File: config.mk
export PLATFORM = sky130hd
export DESIGN_NAME = cnu_sm_minfind
export DESIGN_NICKNAME = d
export VERILOG_FILES = /design/src/rtl/cnu_sm_minfind.sv
export SDC_FILE = /design/constraint.sdc
export NUM_CORES = 1
export LEC_CHECK = 0
export CAP_MARGIN = 20
export CORE_UTILIZATION = 35
export CTS_BUF_LIST = sky130_fd_sc_hd__clkbuf_8 sky130_fd_sc_hd__clkbuf_16
export DETAILED_ROUTE_END_ITERATION = 10
export DONT_BUFFER_PORTS = 1
export GPL_TIMING_DRIVEN = 0
export PLACE_DENSITY_LB_ADDON = 0.12
export SLEW_MARGIN = 20
export SYNTH_ARGS = -nofsm -noshare
export SYNTH_HDL_FRONTEND = slang
export SYNTH_SLANG_ARGS = --single-unit
File: constraint.sdc
create_clock -name clk -period 3.3 [get_ports clk]
set_clock_uncertainty 0.2 [all_clocks]
set_input_delay 0.33 -clock clk [delete_from_list [all_inputs] [get_ports clk]]
set_output_delay 0.33 -clock clk [all_outputs]
set_load 0.03 [all_outputs]
File: src/rtl/cnu_sm_minfind.sv
// Purpose: LDPC CNU input front-end; converts serial two's-complement v2c messages to sign-magnitude
//   and accumulates per row: min1, min2, index of min1, sign parity, per-edge signs and beat count.
// Latency: row summary registered, out_valid one cycle after the closing beat is accepted.
// Backpressure: in_ready drops only while a summary is held (out_valid && !out_ready); accumulation stalls.
// Ports:
//   clk, rst          - clock, synchronous active-high reset
//   in_valid/in_ready - input beat handshake; in_data (IN_SIZE+1 bit signed), in_last closes the row
//   out_valid/ready   - row summary handshake
//   out_min1/min2     - two smallest magnitudes; out_idx = beat position of min1
//   out_par/out_sgns  - XOR of signs / per-beat signs; out_cnt = beats in row; out_ovf = closed by DEG_MAX
module cnu_sm_minfind #(
  parameter int IN_SIZE = 8,
  parameter int DEG_MAX = 16,
  parameter int IDX_W   = 4
) (
  input  logic               clk,
  input  logic               rst,
  input  logic               in_valid,
  output logic               in_ready,
  input  logic [IN_SIZE:0]   in_data,
  input  logic               in_last,
  output logic               out_valid,
  input  logic               out_ready,
  output logic [IN_SIZE-1:0] out_min1,
  output logic [IN_SIZE-1:0] out_min2,
  output logic [IDX_W-1:0]   out_idx,
  output logic               out_par,
  output logic [DEG_MAX-1:0] out_sgns,
  output logic [IDX_W:0]     out_cnt,
  output logic               out_ovf
);

  localparam logic [IDX_W:0] CNT_LAST = (IDX_W+1)'(DEG_MAX - 1);

  // Accumulator state; only cnt is meaningful between rows.
  logic [IN_SIZE-1:0] acc_min1, acc_min2;
  logic [IDX_W-1:0]   acc_idx;
  logic               acc_par;
  logic [DEG_MAX-1:0] acc_sgns;
  logic [IDX_W:0]     cnt;

  logic               sgn;
  logic               most_neg;
  logic [IN_SIZE-1:0] mag;
  logic               accept;
  logic               deg_full;
  logic               close;

  logic [IN_SIZE-1:0] nx_min1, nx_min2;
  logic [IDX_W-1:0]   nx_idx;
  logic               nx_par;
  logic [DEG_MAX-1:0] nx_sgns;

  assign in_ready = !(out_valid && !out_ready);
  assign accept   = in_valid && in_ready;
  assign deg_full = (cnt == CNT_LAST);
  assign close    = accept && (in_last || deg_full);

  // Negating only the low IN_SIZE bits gives the same truncated magnitude;
  // the most-negative code has no positive counterpart and saturates.
  always_comb begin
    sgn      = in_data[IN_SIZE];
    most_neg = (in_data == {1'b1, {IN_SIZE{1'b0}}});
    if (most_neg)
      mag = '1;
    else if (sgn)
      mag = -in_data[IN_SIZE-1:0];
    else
      mag = in_data[IN_SIZE-1:0];
  end

  // Post-update accumulator values for the beat being presented.
  always_comb begin
    nx_min1 = acc_min1;
    nx_min2 = acc_min2;
    nx_idx  = acc_idx;
    nx_par  = acc_par ^ sgn;
    nx_sgns = acc_sgns;
    if (cnt == '0) begin
      nx_min1 = mag;
      nx_min2 = '1;
      nx_idx  = '0;
      nx_par  = sgn;
      nx_sgns = '0;
      nx_sgns[0] = sgn;
    end else begin
      // Strict compares: ties keep the earlier beat as min1.
      if (mag < acc_min1) begin
        nx_min2 = acc_min1;
        nx_min1 = mag;
        nx_idx  = cnt[IDX_W-1:0];
      end else if (mag < acc_min2) begin
        nx_min2 = mag;
      end
      nx_sgns[cnt[IDX_W-1:0]] = sgn;
    end
  end

  always_ff @(posedge clk) begin
    if (accept) begin
      acc_min1 <= nx_min1;
      acc_min2 <= nx_min2;
      acc_idx  <= nx_idx;
      acc_par  <= nx_par;
      acc_sgns <= nx_sgns;
    end
  end

  always_ff @(posedge clk) begin
    if (rst) begin
      cnt       <= '0;
      out_valid <= 1'b0;
      out_min1  <= '0;
      out_min2  <= '0;
      out_idx   <= '0;
      out_par   <= 1'b0;
      out_sgns  <= '0;
      out_cnt   <= '0;
      out_ovf   <= 1'b0;
    end else begin
      if (out_valid && out_ready)
        out_valid <= 1'b0;
      if (accept) begin
        if (close) begin
          cnt       <= '0;
          out_valid <= 1'b1;
          out_min1  <= nx_min1;
          out_min2  <= nx_min2;
          out_idx   <= nx_idx;
          out_par   <= nx_par;
          out_sgns  <= nx_sgns;
          out_cnt   <= cnt + 1'b1;
          out_ovf   <= deg_full;
        end else begin
          cnt <= cnt + 1'b1;
        end
      end
    end
  end

endmodule

==> reports/metrics.cfg, run 1 <==
[pwr]
power.static_leakage_nw = 1.85
ir_worst_vdd_mv = 0.183
powerDensity_nw_per_um2 = 514

[synth]
synth_common_cells = 83 x nand2_1, 56 x a21oi_1, 49 x dfxtp_1, 41 x nor2_1, 37 x edfxtp_1
synth_ff_type = dfxtp_1
synth_seq_area_share_pct = 47.1
synth_most_common_cell = nand2_1
syn_nets = 520
synth-seq-cells = 86
synthDistinctLibCells = 54
netlist.area_leader.share_pct = 25.0
yosys-top-cells-area = edfxtp_1 25%, dfxtp_1 22%, nand2_1 7.0%
synth.largest_area_cell = edfxtp_1
yosysWarnings = 0
syn-cell-area_um2 = 4440
synth_edf_count = 37
synthCells = 486
async_reset_ff_share_pct = 0
synth.avg_cell_area_um2 = 9.13

[die]
die_h_um = 115
die_x_um = 115
rows = 40
core-area_um2 = 12200
dieArea_um2 = 13100
initial_core_util_pct = 36.4
pin_count = 59

[grt]
antenna_found_initial = 0
grt_usage_pct = 18.9
grt_max_degree = 25
grt_pass1_vias = 3511
grt_remaining_overflow = 0
grt_pass1_wl_mm = 18.7

[timing]
setup_slack_ns = 0.174
hold_violations = 0
maxSlewHeadroom_pct = 45.3
maxSlewViolCount = 0
setup_violations = 0
fmax_ghz = 0.320
rsz0062_at_grt = false
hold_ws_ns = 0.000264
finalCriticalPeriod_ns = 3.13
final.period_utilization_pct = 94.7
worst_pin_slew_ns = 0.814

[clock_network]
worstSkewPairLatency_ns = 0.34
clk_pin_slew_worst_paths_ns = 0.06
htreeDepth = 3
cts_tree = yes
cts_sinks = 86
cts_buffer_depth = 2
numCtsBuffers = 9
cts-root-buf = clkbuf_16

[placed_design]
io_buffers = 0
gp_congestion = 0.810
place_hpwl_mm = 8.55
pre_cts_ws_ns = -0.623
dpl.cell_count = 655

[worst_setup_path]
crit_buf_inv = 1
arrival_ns = 3.16
slowest_stage = or3_1
path_cells = or3_1 -> o31ai_1 -> mux2i_2 -> buf_4 -> ha_1 -> a21o_1 -> a31oi_1 -> o21ai_4 -> nand2_2 -> mux2_4 -> o21a_1
r2r_start = cnt[0]
crit_type = input port to register
required_ns = 3.34
cpPeakStageDelay_ns = 0.49
startpoint_type = input port
end_kind = register
r2r_slack_ns = 0.34
worst-path-max-fanout = 10
crit_family = compound AO/OA/AOI/OAI gates
crit_start = in_data[1]

[finish]
num-fill-cells = 1240
regArea_um2 = 2090
area_growth_pct = 13.6
nNetsFinal = 534
final_util_pct = 41.3
num_antenna_cells = 0
drive_above_1_share_pct = 10.7
multi_input_area_um2 = 2200
layout.cells.non_filler = 673

[route]
wl_per_cell_um = 17.3
vias = 3535
routed_wl_mm = 11.6
ant_nets = 0
post-route-drc-count = 0
dr.pass1.iters = 4
drt-initial-drc-count = 230
vias_per_cell = 5.25

[min_path]
hold_class = input port to register
hold_path_startpoint = in_last

[job]
max-cap-violations = 0

[run_status]
status = completed

per-stage QoR:
step	power [mW]	instance area (µm²)	setup TNS, ns
floorplan	1.52	4440	0
detailed placement	1.62	4670	-23.08
global placement	1.62	4650	-29.79
CTS	2.60	4980	0
global route	2.71	5040	0
finish	2.59	5040	0
layout make-up:
cell class                 instances  share of cell area (%)
sequential                        86                    41.5
clock buffer                       9                    4.47
buffer                            26                    2.46
inverter                          24                    1.79
tap                              168                    4.17
clock inverter                     7                    1.14
timing repair buffer               4                   0.894
multi-input combinational        349                    43.6
report_power, final:
part	leakage [nW]	total, mW	switching (mW)	internal [mW]
combinational	0.960	0.353	0.230	0.123
clock	0.143	0.980	0.406	0.574
sequential	0.751	1.26	0.0828	1.17
total	1.85	2.59	0.718	1.87
registers in the layout, summed over array words and instances, names as in the netlist:
name,count
out_idx,4
acc_min2,8
acc_min1,8
cnt,5
out_cnt,5
out_ovf,1
out_min2,8
acc_sgns,16
out_par,1
acc_idx,4
out_min1,8
acc_par,1
out_sgns,16
out_valid,1
timing repair:
action / in CTS / in global routing
endpoints found under the setup margin: 61 / 57
buffers inserted: 0 / 2
resized for setup: 7 / 13
hold endpoints to repair: 1 / 0
pin swaps: 0 / 2
hold buffers: 1 / 0
placed cells by master (no fill, tap or decap), drive strengths merged, types with 2 or more instances in the layout:
cell type	n
mux2	2
nand4	3
o211ai	6
a31oi	5
edfxtp	37
inv	26
a22oi	2
o31ai	5
nand2b	4
nand2	84
a211oi	7
o21ai	18
nor2	44
a21oi	56
nor4	3
nand3	19
nor2b	4
mux2i	11
xnor2	4
clkinv	3
a2111oi	3
buf	9
a21o	2
nor3	17
ha	20
a311oi	4
clkbuf	29
o21a	6
or3	6
dfxtp	49
per-layer routing:
layer	track usage [%]	wire, µm
met5	0	0
met4	5.54	131
met1	26.3	5600
met2	29.0	5230
met3	4.45	657
worst register-to-register path: cells and delay by family (launching register included):
family                   cells  cell delay, ns
buffers and inverters        2            0.65
flip-flops                   1            0.40
AND/OR/NAND/NOR              4            0.73
adder cells (fa/ha/maj)      2            0.64
AO/OA/AOI/OAI                1            0.25
final timing paths:
kind	end	depth (start not counted)
max	out_min1[7]	11
min	cnt[1]	3
max reg2reg	out_min1[4]	9
min reg2reg	cnt[1]	2
cells by family after synthesis:
| family | synth area share [%] |
|---|---|
| mux | 3.07 |
| compound gates | 18.9 |
| simple gates | 19.8 |
| fa+ha+maj | 5.64 |
| xor+xnor | 0.789 |
| flops | 47.1 |
| buf+inv | 4.62 |
(Power assumes the default switching activity.)
==> run 2: changes to the inputs <==
- GPL_TIMING_DRIVEN: 0 -> 1
==> run 2 against run 1 <==
Net effect: maximum frequency rose by 4.2%; hold slack improved by 0.016 ns; utilization rose by 1.1 points; non-clock buffer count rose by 9; sequential cell count did not move; wire length fell by 3.4%; die area did not move; sequential share of layout area fell by 1.0 points; sequential power barely moved; global-route usage fell by 0.92 points; final cell count rose by 1.3%; register-to-register slack improved by 0.33 ns.
==> reports/metrics.cfg, run 2 (synthesis gave the netlist of run 1 again) <==
[run_status]
status = completed

[route]
drt-initial-drc-count = 237
ant_nets = 0
vias = 3592
post-route-drc-count = 0
wl_per_cell_um = 16.5
vias_per_cell = 5.27
dr.pass1.iters = 4
routed_wl_mm = 11.2

[die]
die_h_um = 115
die_x_um = 115
dieArea_um2 = 13100
pin_count = 59
initial_core_util_pct = 36.4
core-area_um2 = 12200
rows = 40

[grt]
grt_pass1_vias = 3374
antenna_found_initial = 0
grt_remaining_overflow = 0
grt_usage_pct = 18.0
grt_max_degree = 48
met1_usage_pct = 24.9
grt_pass1_wl_mm = 17.9
met3_usage_pct = 5.77
grt_use_met2_pct = 27.0
busiest_layer = met2

[min_path]
hold_path_startpoint = in_last
hold_class = input port to register

[worst_setup_path]
crit_type = input port to register
r2r_start = acc_min1[6]
crit_family = compound AO/OA/AOI/OAI gates
cpPeakStageDelay_ns = 0.31
path_cells = inv_1 -> ha_1 -> nor3b_2 -> nand3_1 -> a21oi_1 -> a31oi_1 -> buf_4 -> ha_1 -> a21o_1 -> a21oi_1 -> o31ai_4 -> nor2_4 -> buf_12 -> mux2i_1 -> o21ai_0
arrival_ns = 2.88
end_kind = register
worst-path-max-fanout = 7
startpoint_type = input port
slowest_stage = nor3b_2
required_ns = 3.18
crit_start = in_data[1]
crit_buf_inv = 3

[clock_network]
cts_sinks = 86
cts_tree = yes
cts-root-buf = clkbuf_16
cts_buffer_depth = 2
htreeDepth = 3
worstSkewPairLatency_ns = 0.33
numCtsBuffers = 9
clk_pin_slew_worst_paths_ns = 0.06
postCtsSetupRepairBufs = 0

[placed_design]
place_hpwl_mm = 7.85
gp_congestion = 0.772
io_buffers = 0

[timing]
rsz0062_at_grt = false
maxSlewViolCount = 0
setup_tns_ns = 0
fmax_ghz = 0.333
finalCriticalPeriod_ns = 3.00
worst_pin_slew_ns = 0.588
hold_violations = 0
maxSlewHeadroom_pct = 60.7
final.period_utilization_pct = 90.9
setup_violations = 0

[finish]
num-fill-cells = 1256
drive_above_1_share_pct = 14.0
mostFrequentLayoutCell = nand2_1
final_util_pct = 42.3
regArea_um2 = 2090
final_cell_mix = 83 x nand2_1, 56 x a21oi_1, 49 x dfxtp_1, 41 x nor2_1, 37 x edfxtp_1
nNetsFinal = 543
num_antenna_cells = 0
area_growth_pct = 16.5
reg_top3 = acc_sgns x16, out_sgns x16
multi_input_area_um2 = 2150

[pwr]
powerDensity_nw_per_um2 = 507
report.power.total_mw = 2.62
ir_worst_vdd_mv = 0.230
power.static_leakage_nw = 1.96

[job]
max-cap-violations = 0

run 2: cell types whose count changed in the layout (fill, tap and decap cells not counted), sizes merged:
| cell | previous run | this run |
|---|---|---|
| clkinv | 3 | 2 |
| clkinvlp | 1 | 2 |
| dlygate4sd3 | 1 | 2 |
| buf | 9 | 37 |
| clkbuf | 29 | 9 |
run 2: worst paths after layout:
kind / endpoint / slack [ns] / cells past startpoint
setup reg to reg: out_min2[4] / 0.67 / 7
hold reg to reg: cnt[1] / 0.31 / 2
setup / recovery: acc_min2[0] / 0.30 / 15
hold / removal: cnt[4] / 0.02 / 3
run 2: where the power goes:
group	internal, mW	switching, mW
Combinational	0.153	0.221
Sequential	1.17	0.0854
Clock	0.581	0.405
Total	1.91	0.712
run 2: cell type report:
cell class,count,area share [%]
Multi-Input combinational cell,349,41.6
Sequential cell,86,40.5
Timing Repair Buffer,39,6.49
Clock buffer,9,4.36
Tap cell,168,4.07
Inverter,24,1.74
Clock inverter,7,1.26
run 2: layer usage:
| layer | part of all wire [%] | wire (µm) |
|---|---|---|
| met1 | 47 | 5320 |
| met2 | 44 | 4980 |
| met3 | 7.3 | 817 |
| met4 | 0.90 | 101 |
| met5 | 0 | 0 |
run 2: worst reg2reg max path, cell delays in order (launching register included):
cell       delay (ns)
edfxtp_1         0.43
inv_1            0.09
ha_1             0.22
or3_1            0.43
a2111oi_4        0.37
o21a_1           0.22
nor2_1           0.17
a2111oi_2        0.40
run 2: repair_timing:
item,in CTS,in global routing
endpoints found under the hold margin,39,0
hold buffers,3,0
endpoints found under the setup margin,0,0
resized for setup,0,0
run 2: through the flow:
stage	hold slack, ns	setup slack (ns)	area [µm²]	instances
2_1_floorplan	0.277	0.0593	4440	486
3_3_place_gp	0.204	0.0107	4840	663
3_5_place_dp	0.205	-0.0277	4840	663
4_1_cts	0.00639	0.320	5170	682
5_1_grt	0.0272	0.121	5170	682
6_report	0.0166	0.299	5170	682
==> run 3: changes to the inputs <==
- CORE_ASPECT_RATIO: unset -> 1.5
- SETUP_SLACK_MARGIN: unset -> 0.4
- clock period: 3.3 -> 3.7 ns (I/O delays scaled with it)
==> run 3 against run 2 <==
Net effect: register-to-register slack better by 0.18 ns; clock power is 4.5% lower; wire length is 5.9% higher; sequential cell count did not move; die area is essentially flat; critical path type unchanged; largest cell class unchanged; highest routed layer unchanged.
==> reports/metrics.cfg, run 3 (synthesis gave the netlist of run 1 again) <==
[timing]
setup_tns_ns = 0
maxSlewHeadroom_pct = 55.4
final.period_utilization_pct = 82.7
hold_violations = 0
worst_pin_slew_ns = 0.667
fmax_ghz = 0.327
finalCriticalPeriod_ns = 3.06
maxSlewViolCount = 0
setup_slack_ns = 0.642
rsz0062_at_grt = false
setup_violations = 0

[route]
ant_nets = 0
vias_per_cell = 5.36
drt-initial-drc-count = 132
routed_wl_mm = 11.9
vias = 3503
post-route-drc-count = 0
wl_per_cell_um = 18.2
dr.pass1.iters = 4

[die]
initial_core_util_pct = 35.7
core-area_um2 = 12400
pin_count = 59
rows = 50
dieArea_um2 = 13100
die_x_um = 94.0
die_h_um = 140

[pwr]
comb_power_share_pct = 13.9
internal-power_mw = 1.75
power.static_leakage_nw = 1.92
switching_power_mw = 0.645
clockPowerShare_pct = 39.3
ir_worst_vdd_mv = 0.246
seqPwrFrac_pct = 46.8
powerDensity_nw_per_um2 = 471
report.power.total_mw = 2.40
swShare_pct = 26.9

[finish]
area_growth_pct = 14.7
reg_top3 = acc_sgns x16, out_sgns x16
layout.cells.non_filler = 654
final_cell_mix = 83 x nand2_1, 56 x a21oi_1, 49 x dfxtp_1, 41 x nor2_1, 37 x edfxtp_1
num_antenna_cells = 0
nNetsFinal = 527
regArea_um2 = 2090
drive_above_1_share_pct = 12.7
multi_input_area_um2 = 2190
mostFrequentLayoutCell = nand2_1
num-fill-cells = 1247
fin_area_um2 = 5090

[clock_network]
htreeDepth = 3
numCtsBuffers = 9
cts_sinks = 86
cts_buffer_depth = 2
cts-root-buf = clkbuf_16
clk_pin_slew_worst_paths_ns = 0.06
worstSkewPairLatency_ns = 0.34
cts_tree = yes

[min_path]
worst_hold_path.num_cells = 3
hold_class = input port to register

[placed_design]
io_buffers = 0
pre_cts_ws_ns = 0.0436
gp_congestion = 0.800
dpl.cell_count = 632
place_hpwl_mm = 8.38
placed_area_um2 = 4670

[worst_setup_path]
reg2reg_depth = 9
startpoint_type = input port
required_ns = 3.58
arrival_ns = 2.94
end_kind = register
crit_type = input port to register
worst-path-max-fanout = 9

[grt]
grt_usage_pct = 19.1
grt_pass1_wl_mm = 19.2
grt_max_degree = 48
grt_remaining_overflow = 0
antenna_found_initial = 0
grt_pass1_vias = 3662

[run_status]
status = completed

[job]
max-cap-violations = 0

[run 3: changes by cell type in the layout (fill, tap and decap cells not counted), sizes merged]
cell / before / now
clkinvlp: 2 / 1
clkinv: 2 / 1
clkbuf: 9 / 11
buf: 37 / 23
dlygate4sd3: 2 / 0
[run 3: path summary, 6_finish.rpt]
check / startpoint / endpoint / slack (ns)
worst max register to register: cnt[0] / out_min2[5] / 0.85
worst min register to register: cnt[1] / cnt[1] / 0.32
worst min-delay path: rst / out_idx[0] / 0.02
worst max-delay path: in_data[1] / acc_min2[0] / 0.64
[run 3: critical path, cell delays in order]
cell and delay, ns:
or3_1 0.49, o31ai_2 0.27, mux2i_1 0.15, buf_4 0.16, buf_4 0.13, ha_1 0.18
a21o_1 0.16, a21oi_1 0.24, o31ai_4 0.13, nor2_4 0.12, buf_12 0.15, mux2i_1 0.26
o21ai_0 0.12
[run 3: routing by layer]
layer  global-route usage, %  up-vias  share of wire, %
met5                       0        -                 0
met4                    6.64        0               1.9
met3                    3.31       16               4.0
met2                    36.2       58                55
met1                    20.6     1680                39
li1                        -     1749                 -
[run 3: through the flow]
stage	hold slack, ns	utilization (%)
global placement	0.244	37.5
finish	0.0223	40.9
CTS	0.0112	40.2
global route	0.0285	40.9
floorplan	0.277	-
detailed placement	0.246	37.5
[run 3: power by group through the flow]
stage / logic [mW] / registers (mW) / clock network (mW)
floorplan: 0.227 / 1.13 / 0
global route: 0.372 / 1.13 / 0.998
finish: 0.333 / 1.12 / 0.942
global placement: 0.299 / 1.14 / 0
detailed placement: 0.304 / 1.14 / 0
CTS: 0.316 / 1.12 / 0.967
[run 3: timing repair]
action,in CTS,in global routing
endpoints found under the setup margin,1,40
setup buffers,0,5
pin swaps,0,2
gates resized for setup,0,8
hold buffers,1,0
hold endpoints to repair,39,0
cloned,0,0
[run 3: cell type report]
| type | count | share of cell area, % |
|---|---|---|
| Multi-Input combinational cell | 349 | 43.0 |
| Tap cell | 156 | 3.83 |
| Timing Repair Buffer | 23 | 4.13 |
| Clock inverter | 5 | 0.959 |
| Inverter | 24 | 1.77 |
| Sequential cell | 86 | 41.1 |
| Clock buffer | 11 | 5.19 |
